### src/rtl/ecg_uart_framer.sv
// ecg_uart_framer: collects ADS1293 readback bytes into a capture buffer and
// sends each complete sample to the UART as a packet: HEADER, data bytes in
// arrival order, then the 8-bit sum of the data bytes.
// Capture and send use separate buffers, so the SPI read loop never waits.
// A sample that completes while a packet is still in flight is dropped and counted.
module ecg_uart_framer #(
  parameter int         N_BYTES = 6,
  parameter logic [7:0] HEADER  = 8'hA5
) (
  input  logic       clk,
  input  logic       rst,
  input  logic [7:0] byte_in,
  input  logic       byte_valid,
  input  logic       byte_sof,
  output logic [7:0] tx_data,
  output logic       tx_valid,
  input  logic       tx_ready,
  output logic       frame_sent,
  output logic       busy,
  output logic [7:0] drop_count
);

  localparam int            IW   = $clog2(N_BYTES);
  localparam logic [IW-1:0] LAST = IW'(N_BYTES - 1);

  typedef enum logic [1:0] {
    S_IDLE,
    S_HDR,
    S_DATA,
    S_CSUM
  } state_t;

  state_t        state;
  state_t        state_nxt;

  logic [7:0]    cap_buf [N_BYTES];
  logic [7:0]    snd_buf [N_BYTES];

  logic [IW-1:0] cap_idx;
  logic [IW-1:0] wr_idx;
  logic [IW-1:0] snd_idx;
  logic [IW-1:0] snd_idx_inc;
  logic [IW-1:0] snd_idx_nxt;

  logic [7:0]    csum;
  logic [7:0]    csum_nxt;
  logic [7:0]    csum_add;

  logic [7:0]    tx_data_nxt;
  logic          tx_valid_nxt;
  logic          frame_sent_nxt;

  // start: snd_buf was loaded on the last edge and the FSM leaves IDLE on
  // this edge. The send path counts as occupied during that cycle so a very
  // short frame (N_BYTES=2) cannot silently overwrite a loaded snd_buf.
  logic          start;
  logic          frame_done;
  logic          send_free;
  logic          accept;

  // A start-of-frame byte, or any byte while cap_idx is 0, lands in slot 0.
  assign wr_idx      = byte_sof ? '0 : cap_idx;
  assign frame_done  = byte_valid && (wr_idx == LAST);
  assign send_free   = (state == S_IDLE) && !start;
  assign accept      = frame_done && send_free;

  assign snd_idx_inc = snd_idx + IW'(1);
  assign csum_add    = csum + tx_data;

  assign busy        = (state != S_IDLE);

  // Capture side: store each valid byte and advance or wrap the write index.
  always_ff @(posedge clk) begin
    if (rst) begin
      cap_idx <= '0;
    end else if (byte_valid) begin
      cap_buf[wr_idx] <= byte_in;
      cap_idx         <= frame_done ? '0 : wr_idx + IW'(1);
    end
  end

  // Snapshot a completed frame into the send buffer, including the byte arriving now.
  always_ff @(posedge clk) begin
    if (accept) begin
      for (int i = 0; i < N_BYTES - 1; i++) begin
        snd_buf[i] <= cap_buf[i];
      end
      snd_buf[N_BYTES-1] <= byte_in;
    end
  end

  // Launch request for the send FSM and the saturating count of dropped frames.
  always_ff @(posedge clk) begin
    if (rst) begin
      start      <= 1'b0;
      drop_count <= 8'h00;
    end else begin
      start <= accept;
      if (frame_done && !send_free && (drop_count != 8'hFF)) begin
        drop_count <= drop_count + 8'd1;
      end
    end
  end

  // Send FSM state plus the registered UART-facing outputs.
  always_ff @(posedge clk) begin
    if (rst) begin
      state      <= S_IDLE;
      snd_idx    <= '0;
      csum       <= 8'h00;
      tx_data    <= 8'h00;
      tx_valid   <= 1'b0;
      frame_sent <= 1'b0;
    end else begin
      state      <= state_nxt;
      snd_idx    <= snd_idx_nxt;
      csum       <= csum_nxt;
      tx_data    <= tx_data_nxt;
      tx_valid   <= tx_valid_nxt;
      frame_sent <= frame_sent_nxt;
    end
  end

  // Next-state logic; tx_data is precomputed for the following state so the
  // stream runs at one byte per cycle when tx_ready stays high.
  always_comb begin
    state_nxt      = state;
    snd_idx_nxt    = snd_idx;
    csum_nxt       = csum;
    tx_data_nxt    = tx_data;
    tx_valid_nxt   = tx_valid;
    frame_sent_nxt = 1'b0;

    case (state)
      S_IDLE: begin
        tx_valid_nxt = 1'b0;
        tx_data_nxt  = 8'h00;
        if (accept) begin
          csum_nxt = 8'h00;
        end
        if (start) begin
          state_nxt    = S_HDR;
          tx_valid_nxt = 1'b1;
          tx_data_nxt  = HEADER;
        end
      end

      S_HDR: begin
        if (tx_ready) begin
          state_nxt   = S_DATA;
          snd_idx_nxt = '0;
          tx_data_nxt = snd_buf[0];
        end
      end

      S_DATA: begin
        if (tx_ready) begin
          csum_nxt = csum_add;
          if (snd_idx == LAST) begin
            state_nxt   = S_CSUM;
            tx_data_nxt = csum_add;
          end else begin
            snd_idx_nxt = snd_idx_inc;
            tx_data_nxt = snd_buf[snd_idx_inc];
          end
        end
      end

      S_CSUM: begin
        if (tx_ready) begin
          state_nxt      = S_IDLE;
          tx_valid_nxt   = 1'b0;
          tx_data_nxt    = 8'h00;
          frame_sent_nxt = 1'b1;
        end
      end

      default: begin
        state_nxt    = S_IDLE;
        tx_valid_nxt = 1'b0;
        tx_data_nxt  = 8'h00;
      end
    endcase
  end

endmodule

### config.mk
export PLATFORM = sky130hd
export DESIGN_NAME = ecg_uart_framer
export DESIGN_NICKNAME = d
export VERILOG_FILES = /design/src/rtl/ecg_uart_framer.sv
export SDC_FILE = /design/constraint.sdc
export NUM_CORES = 1
export LEC_CHECK = 0
export ABC_CLOCK_PERIOD_IN_PS = 5100
export BUFFER_PORTS_ARGS = -buffer_cell sky130_fd_sc_hd__buf_2
export CORE_ASPECT_RATIO = 0.75
export CORE_UTILIZATION = 60
export DETAILED_ROUTE_END_ITERATION = 12
export HOLD_SLACK_MARGIN = 0.15
export PLACE_DENSITY = 0.79
export SLEW_MARGIN = 0
export SYNTH_ARGS = -nofsm -noshare
export SYNTH_HDL_FRONTEND = slang
export SYNTH_SLANG_ARGS = --single-unit
export TNS_END_PERCENT = 20
### constraint.sdc
create_clock -name clk -period 5.1 [get_ports clk]
set_input_delay 1.02 -clock clk [delete_from_list [all_inputs] [get_ports clk]]
set_output_delay 1.02 -clock clk [all_outputs]
set_load 0.02 [all_outputs]
# ---- Word level (Yosys, flattened, before mapping)
# Memories as Yosys holds them, arrays and structs flattened.
# Index checks and enable logic that the tools add are counted.
dict set report op_classes {
  n_addsub 4
  eq_ne 13
  muxes 30
  bitwise 1
  n_reduce_logical 18
}
# cell n
set op_table {}
lappend op_table {{8-bit 2-to-1 mux} 7}
lappend op_table {{8-bit one-hot mux with 4 select lines} 1}
lappend op_table {{8-bit one-hot mux with 2 select lines} 1}
lappend op_table {{3-bit 2-to-1 mux} 5}
lappend op_table {{2-bit inequality test, second input constant} 7}
lappend op_table {{2-bit 2-to-1 mux} 5}
lappend op_table {{8-bit by 1-bit adder with 8-bit output, second input constant} 1}
lappend op_table {{8-bit adder} 1}
lappend op_table {{1-bit 2-to-1 mux} 8}
lappend op_table {{8-bit inequality test, second input constant} 1}
lappend op_table {{2-bit one-hot mux with 4 select lines} 1}
lappend op_table {{2-bit nonzero test} 4}
lappend op_table {{3-bit by 1-bit adder with 3-bit output, second input constant} 2}
lappend op_table {{3-bit equality test, second input constant} 2}
lappend op_table {{3-bit one-hot mux with 2 select lines} 1}
lappend op_table {{3-bit AND reduction} 2}
lappend op_table {{1-bit logical AND} 5}
lappend op_table {{5-bit AND reduction} 1}
lappend op_table {{2-bit equality test, second input constant} 2}
lappend op_table {{4-bit AND reduction} 1}
lappend op_table {{2-bit by 1-bit equality test with 1-bit output, second input constant} 1}
lappend op_table {{1-bit zero test} 2}
lappend op_table {{2-bit zero test} 1}
lappend op_table {{1-bit one-hot mux with 2 select lines} 1}
lappend op_table {{other kinds (3)} 3}
dict set report totals {
  ff_bits 35
  mem_bits_rw 96
  inputBits 13
  out_inout_bits 19
  elab_cells 77
  n_memories 2
}
# memory depth width rd rd_clocked_by_memory_dff write_ports line_no
set mem_list {}
lappend mem_list {cap_buf 6 8 5 0 1 36} ;# logic [7:0] cap_buf [N_BYTES];
lappend mem_list {snd_buf 6 8 2 0 6 37} ;# logic [7:0] snd_buf [N_BYTES];

# ---- Logic depth before layout (Yosys ltp)
dict set report logic_depth {
  depth_word 6
  mapped_depth 9
  mapped_depth_nobuf 8
}

# ---- Least setup slack after synthesis
# Ideal clock, no wire load.
dict set report synth_path {
  path_kind {input -> register}
  startpoint {input byte_sof}
  endpoint {memory snd_buf[0][0] (enable)}
  setup_ps 454
  arrival_time_ps 3701
  required_ps 4646
  setup_slack_ps 946
  stages 5
  path_buffers 0
  path_cell_list {nand2b_1 -> inv_1 -> ha_1 -> nand4b_4 -> nor2_1}
}
# element line_no
set synth_rtl {}
lappend synth_rtl {{from (decl)} 14} ;# input logic byte_sof,
lappend synth_rtl {{to (decl)} 37}

==> impl_metrics.toml <==
[clock_tree]
clk_path_buf_depth = 2
numCtsBuffers = 17
clock-sinks = 123
ctsResizeCount = 0
clk_pin_slew_ps = 50
clk_latency_ps = 410
htreeDepth = 4
ctsHoldBuffers = 0
cts_tree = "built"
post-cts-setup-buffer-count = 0
root_buffer = "clkbuf_16"

[floorplanning]
die_y_um = 82.6
coreArea_um2 = 8420
die_area_um2 = 9050
start_util_pct = 61.8
rows = 29
ios = 32
dieWidth_um = 109

[yosys]
ys_ff_latch = 123
synth_top_cell_by_area = "edfxtp_1"
ys_seq_area_share_pct = 64.3
syn_area_um2 = 5200
syn_nets = 419
ys_async_sr_fraction_pct = 0
netlist_instances = 389
syn_avg_cell_area_um2 = 13.4
synth_ff_type = "edfxtp_1"
synth_top_cell_area_share_pct = 50.8
synth_edf_count = 88
synth_cell_types = 56
synth.area.top_cells = "edfxtp_1, dfxtp_1, ha_1, mux4_2, a21oi_1"
ys_warn_count = 0

[routing]
drt_iter0_drc = 286
dr.pass1.iters = 8
detail_route.wl_per_cell_um = 19.0
routed_wl_um = 10400
antenna_left = 0
viasPerCell = 6.12
num_vias = 3342
drcViolationCount = 0

[cells_and_area]
final_common_cell = "edfxtp_1"
syn2layout_area_growth_pct = 16.0
nNetsFinal = 456
instances_no_fill = 546
final_util_pct = 71.7
final_cell_mix = "edfxtp_1, dfxtp_1, buf_2, nand2_1, a21oi_1"
layout-drive-gt1-share_pct = 18.0
diodes = 0

[placed_design]
gp_congestion = 0.867
portBuffers = 31
dp_hpwl_um = 6690
dp_cells = 515
dp_slack_ps = 1850

[critical_path]
path_class = "in -> reg"
worstSetupStartpointType = "input pin"
reg2reg_slack_ps = 2630
arrival_ps = 2910
cp-end-kind = "flip-flop"
critPathMaxStageDelay_ps = 500
critPathSlowestCell = "nor2_4"
worst-path-max-fanout = 26
crit_buf_inv = 3
cp_top_family = "simple AND/OR/NAND/NOR gates"
crit_chain = "buf_2, nand2b_1, inv_1, ha_1, nand4b_4, nor2_4, buf_4"
crit_required_ps = 5170

[sta]
rsz0062_at_grt = "false"
holdWs_ps = 413
finClkSkew_ps = 5.70
period_share_pct = 55.7
relSlewSlack_pct = 45.1
hold_violations = 0
finalSetupTns_ps = 0
setup_violations = 0
slew_viol_final = 0
tightest_slew_ps = 820
clock.fmax_mhz = 352
min_period_ps = 2840
setup_ws_ps = 2260

[global_route]
antenna_found_initial = 0
track_usage_pct = 24.9
grt_pass1_wl_um = 15700
grt_max_degree = 29
grt_pass1_vias = 3040
gr-total-overflow = 0

[power]
p_leak_uw = 0.00218
p_per_area_nw_per_um2 = 403
peakVddDrop_uv = 363

[flow_run]
max_cap_viol_count = 0

[run_status]
status = "finished clean"

[worst_hold_path]
hp-class = "reg -> reg"
logic make-up after synthesis:
| group | after synthesis | synth area share [%] |
|---|---|---|
| DFF | 123 | 64.3 |
| xor gates and xnor gates | 11 | 2.00 |
| buffers and inverters | 28 | 2.55 |
| muxes | 19 | 5.58 |
| adders and majority gates | 17 | 4.23 |
| and+or+nand+nor | 108 | 11.0 |
| AOI/OAI and AO/OA | 83 | 10.3 |
sequential cells by signal (all words and copies together) (netlist names):
name,cells
snd_buf,48
cap_buf,40
csum,8
drop_count,8
tx_data,8
cap_idx,3
snd_idx,3
state,2
frame_sent,1
start,1
tx_valid,1
metrics by stage:
stage               area, um2  total power (uW)
finish                   6030              2430
global route             6030              2500
CTS                      6030              2440
detailed placement       5450              1250
global placement         5450              1250
floorplan                5200              1210
Yosys cell counts, types with 2 or more instances:
cell type	number
a221oi_1	2
a21oi_1	22
dfxtp_1	35
a21o_1	3
a211oi_1	5
nor2b_1	4
ha_1	16
buf_6	2
or3_1	6
buf_2	4
nand4_1	9
inv_1	10
nor3_1	6
o21bai_1	2
o22ai_1	2
mux4_2	8
buf_4	2
nand2_1	28
and3_1	3
a2111oi_0	2
nand3_1	15
o211ai_1	4
xnor2_1	6
mux2i_1	11
nand2b_1	3
o21ai_1	13
nor3_2	3
o22a_1	2
buf_1	2
o21ai_0	10
a22oi_1	3
nor2_1	22
a222oi_1	2
edfxtp_1	88
o311a_1	2
clkbuf_1	8
xor2_1	4
nand3b_1	2
path summary, 6_finish.rpt:
kind	endpoint	start	cells past startpoint
worst max-delay path	snd_buf[4][3]	byte_sof	7
worst min-delay path	snd_buf[4][1]	cap_buf[4][1]	0
worst max register to register	tx_data[5]	state[0]	7
worst min register to register	snd_buf[4][1]	cap_buf[4][1]	0
cell type report:
cell class / instances / area [um2]
well taps: 108 / 135
clock buffers: 20 / 437
flip-flops and latches: 123 / 3340
clock inverters: 11 / 151
multi-input cells: 238 / 1740
fillers: 555 / 2380
inverters: 10 / 37.5
repair buffers: 36 / 193
layer usage:
| layer | share of wire, % | vias to the layer above | wire, um | global-route usage, % |
|---|---|---|---|---|
| met4 | 2.9 | 0 | 303 | 12.9 |
| met3 | 7.2 | 28 | 743 | 9.03 |
| met2 | 45 | 139 | 4710 | 37.4 |
| met1 | 44 | 1605 | 4600 | 32.1 |
| li1 | - | 1570 | - | - |
| met5 | 0 | - | 0 | 0 |
report_power, final:
part | internal, uW | total (uW) | switching [uW]
clock network | 804 | 1200 | 391
logic | 48.2 | 150 | 102
registers | 1080 | 1090 | 8.92
Note: power is estimated with default switching activity, not from simulation.
